`src/rtl/dcache_write_buffer.sv`:
```
// dcache_write_buffer: line write-back FIFO between dcache and line arbiter that lets read misses bypass queued evictions
module dcache_write_buffer #(
  parameter int DEPTH = 2
) (
  input  logic         clk,
  input  logic         rst,
  input  logic [31:0]  ufp_addr,
  input  logic         ufp_read,
  input  logic         ufp_write,
  input  logic [255:0] ufp_wdata,
  output logic [255:0] ufp_rdata,
  output logic         ufp_resp,
  output logic [31:0]  dfp_addr,
  output logic         dfp_read,
  output logic         dfp_write,
  output logic [255:0] dfp_wdata,
  input  logic [255:0] dfp_rdata,
  input  logic         dfp_resp,
  output logic         empty
);
  localparam int PW = $clog2(DEPTH);
  localparam logic [PW:0] FULL = (PW+1)'(DEPTH);
  typedef enum logic [1:0] {IDLE, READ, DRAIN} state_t;
  state_t state;
  logic [DEPTH-1:0] valid;
  logic [26:0] tags [DEPTH];
  logic [255:0] lines [DEPTH];
  logic [PW-1:0] head, tail, idx, rd_idx, co_idx;
  logic [PW:0] count;
  logic rd_req, wr_req, rd_hit, co_hit, pop, push, unused_bits;
  assign wr_req = ufp_write && !ufp_resp;
  assign rd_req = ufp_read && !ufp_write && !ufp_resp && state != READ;
  assign pop = state == DRAIN && dfp_resp;
  assign push = wr_req && !co_hit && (count < FULL || pop);
  assign empty = count == '0 && state == IDLE;
  assign unused_bits = ^ufp_addr[4:0];
  always_comb begin
    rd_hit = 1'b0;
    rd_idx = '0;
    co_hit = 1'b0;
    co_idx = '0;
    idx = '0;
    for (int i = 0; i < DEPTH; i++) begin
      idx = head + PW'(i);
      if (valid[idx] && tags[idx] == ufp_addr[31:5]) begin
        rd_hit = 1'b1;
        rd_idx = idx;
        if (!(state == DRAIN && idx == head)) begin
          co_hit = 1'b1;
          co_idx = idx;
        end
      end
    end
  end
  always_ff @(posedge clk) begin
    if (rst) begin
      state <= IDLE;
      valid <= '0;
      head <= '0;
      tail <= '0;
      count <= '0;
      ufp_resp <= 1'b0;
      ufp_rdata <= '0;
      dfp_read <= 1'b0;
      dfp_write <= 1'b0;
      dfp_addr <= '0;
      dfp_wdata <= '0;
    end else begin
      ufp_resp <= (rd_req && rd_hit) || (wr_req && co_hit) || push;
      if (rd_req && rd_hit) ufp_rdata <= lines[rd_idx];
      if (state == IDLE && rd_req && !rd_hit) begin
        state <= READ;
        dfp_read <= 1'b1;
        dfp_addr <= {ufp_addr[31:5], 5'b0};
      end else if (state == IDLE && count != '0) begin
        state <= DRAIN;
        dfp_write <= 1'b1;
        dfp_addr <= {tags[head], 5'b0};
        dfp_wdata <= wr_req && co_hit && co_idx == head ? ufp_wdata : lines[head];
      end else if (state == READ && dfp_resp) begin
        state <= IDLE;
        dfp_read <= 1'b0;
        ufp_resp <= 1'b1;
        ufp_rdata <= dfp_rdata;
      end else if (pop) begin
        state <= IDLE;
        dfp_write <= 1'b0;
        valid[head] <= 1'b0;
        head <= head + 1'b1;
      end
      if (wr_req && co_hit) lines[co_idx] <= ufp_wdata;
      if (push) begin
        tags[tail] <= ufp_addr[31:5];
        lines[tail] <= ufp_wdata;
        valid[tail] <= 1'b1;
        tail <= tail + 1'b1;
      end
      count <= count + {PW'(0), push} - {PW'(0), pop};
    end
  end
endmodule

```
`config.mk`:
```
export PLATFORM = sky130hd
export DESIGN_NAME = dcache_write_buffer
export DESIGN_NICKNAME = d
export VERILOG_FILES = /design/src/rtl/dcache_write_buffer.sv
export SDC_FILE = /design/constraint.sdc
export NUM_CORES = 2
export LEC_CHECK = 0
export ABC_AREA = 1
export BUFFER_PORTS_ARGS = -buffer_cell sky130_fd_sc_hd__buf_2
export CORE_AREA = 2 2 431 433
export DETAILED_ROUTE_END_ITERATION = 12
export DIE_AREA = 0 0 433 435
export SYNTH_ARGS = -nofsm -noshare
export SYNTH_HDL_FRONTEND = slang
export SYNTH_SLANG_ARGS = --single-unit
```
`constraint.sdc`:
```
create_clock -name clk -period 16.5 [get_ports clk]
set_input_delay 0.825 -clock clk [delete_from_list [all_inputs] [get_ports clk]]
set_output_delay 0.825 -clock clk [all_outputs]
set_load 0.05 [all_outputs]
```
==> impl_results.md <==
* Outcome: finished clean
* CP required at 16.92 ns
* Most repeated library cell on the critical path: nand2_1
* CTS buffer count at 156
* Fillers at 18.5k
* Syn Area/Cell at 8.37 sq um
* Top sig layer: met5
* Max clock buf depth at 3
* Slew headroom at 22.6%
* Synth top area cells: edfxtp_1 41%, dfxtp_1 18%, nand2_1 17%, a21oi_1 6.4%, inv_1 5.4%
* Commonest non-fill, non-tap cell in the layout: nand2_1
* CTS sink count at 1374
* Wire per inst at 20.7 microns
* Clock skew at 0.0394 ns
* Worst-path clk slew at 0.06 ns
* TNS Setup at 0 ns
* Gr usage total at 22.8%
* Arr. time, crit path at 7.24 ns
* Pwr/cell area at 177 nW/um^2
* Max stage delay on crit path at 0.96 ns
* FF+latch count, synth at 1374
* Fmax at 147 MHz
* Post-CTS sizing at 0
* Final Wtd Congestion at 0.947
* Post-Route WL at 223 mm
* RSZ-0062 raised after global routing: no
* IO buf count at 1086
* Most frequent cells in the layout: 2701 x nand2_1, 1085 x buf_2, 872 x inv_1
* Period minus WS final at 6.81 ns
* Initial antenna violation count at 94
* First-pass GRT wire length at 321 mm
* Slew Limit Fails at 0
* Leak pwr at 33.3 nW
* Fin area at 73000 sq um
* Min Hold Slack at 0.187 ns
* Cell taking the most area after synthesis: edfxtp_1
* Layout cells sized above 1 at 17.4%
* # rows at 158
* Latest clock arrival within the worst-skew pair at 0.84 ns
* Cts hold-fix bufs at 0
* Top Ports at 1097
* Post-Syn Area at 60400 sq um
* GRT overflow at 0
* Initial core utilization at 32.8%
* H-Tree Depth at 4
* Vias/cell at 4.85
* Vias in the first global route at 48.3k
* CTS root buffer: clkbuf_16
* Slew @ Worst Pin at 1.16 ns
* Hold Fails Final Rpt at 0
* Top cell type's share of synthesized area at 40.9%
* Critical setup path kind: flip-flop to flip-flop
* Ys Warns at 0
* Routed met2 length at 107 mm
* Max Cap Viol at 0
* Synth cell types at 31
* Crit share post-route at 41.3%
* Met1 wire length at 89.0 mm
* Post-layout nets at 8623
* CP startpoint kind: flip-flop
* DR vias at 52.1k
* CTS tree: built
* Synth Instances at 7214
* # setup viols final at 0
* Pin count of the biggest net entering global routing at 216
* Register area share after synthesis at 59.2%
* CP Buf/Inv Count at 4
* Postcts setup bufs at 0
* DP HPWL at 146 mm
* DP Area at 67400 sq um
* Die Area at 188000 sq um
* Min-Delay Path Class: input port to flip-flop
* Remaining DRCs at 0
* Antenna viol nets, final at 0
* Worst ir drop on vdd at 135 uV
* DIE WIDTH at 433 microns
* Slowest cell on the critical path: dfxtp_4
* Crit-path cells: buf_4 -> nand2_1 -> nand3_1 -> nand2_1 -> inv_1 -> nand2_1 -> nor2_1 -> nand2_1 -> nor2_1 -> nand2_1 -> nand2_4 -> nand3_1 -> nand2_1 -> and2_4 -> buf_4 -> buf_4
* Met3 wire length at 15.2 mm
* Core box area at 184000 sq um
* Die Span Y at 435 microns
* Synthesis-to-finish area growth at 20.9%
* Drt first pass iters at 5
* CP max FO at 81
* Delay-heaviest family, CP: simple AND/OR/NAND/NOR gates
* DRT iter0 DRCs at 3914
* Post-Layout Cell Count at 10.7k
* Placed cells at 10.4k
* Worst setup EP type: flip-flop
[routing by layer]
layer  track usage, %  vias up
met5                0        -
met4             11.5       46
met3             4.69      465
met2             37.6     1926
met1             28.2    24800
li1                 -    24900
[kinds of logic after synthesis]
group	after synthesis	synth area share [%]
buffers and inverters	1337	9.08
flip-flops	1374	59.2
other	1	0.00621
AND/OR/NAND/NOR	3197	20.9
adder cells (fa/ha/maj)	2	0.0414
XOR/XNOR	1	0.0145
AO/OA/AOI/OAI	1302	10.8
[final cells by class]
cell class	instances	area (sq um)	share of cell area, %
clock inverters	67	862	1.18
diodes	58	145	0.199
clock buffers	227	4590	6.29
multi-input cells	4507	19200	26.4
flip-flops and latches	1374	35700	49.0
inverters	879	3340	4.58
repair buffers	1154	5980	8.19
well taps	2480	3100	4.25
[cell usage after synthesis]
| cell | n |
|---|---|
| clkinv_1 | 2 |
| buf_4 | 29 |
| nand2_1 | 2703 |
| clkinv_2 | 1 |
| edfxtp_1 | 822 |
| nor2_2 | 2 |
| nor2_4 | 2 |
| buf_6 | 26 |
| dfxtp_1 | 552 |
| nor4_1 | 1 |
| conb_1 | 1 |
| clkbuf_1 | 268 |
| inv_1 | 874 |
| o21ai_0 | 521 |
| nor2_1 | 56 |
| o21ai_1 | 2 |
| ha_1 | 2 |
| buf_2 | 127 |
| nand2_2 | 1 |
| nand3_2 | 1 |
| nand3_1 | 416 |
| buf_1 | 8 |
| a211oi_1 | 1 |
| nand4_1 | 11 |
| o211ai_1 | 1 |
| inv_2 | 1 |
| inv_4 | 1 |
| nand2_4 | 2 |
| xor2_1 | 1 |
| a21oi_1 | 777 |
| and2_1 | 2 |
[power breakdown]
part	total (mW)	leakage [nW]	switching, mW	internal [mW]
combinational	4.66	18.6	3.74	0.918
sequential	4.62	12.0	0.260	4.36
clock	3.65	2.67	1.51	2.14
[metrics by stage]
step / total power, mW / utilization, % / setup slack [ns]
2_1_floorplan: 7.97 / - / 2.95
4_1_cts: 13.0 / 39.6 / 9.51
6_report: 12.9 / 39.7 / 9.69
3_3_place_gp: 9.34 / 36.6 / 9.54
3_5_place_dp: 9.38 / 36.6 / 9.53
5_1_grt: 13.5 / 39.6 / 9.12
[path summary, 6_finish.rpt]
| kind | from | end | slack, ns | depth (start not counted) |
|---|---|---|---|---|
| max reg2reg | head | lines[1][180] | 9.69 | 16 |
| min reg2reg | dfp_write | dfp_write | 0.46 | 2 |
| max | head | lines[1][180] | 9.69 | 16 |
| min | ufp_wdata[203] | flip-flop | 0.19 | 1 |
No activity file was read; power rests on OpenSTA's default activity.
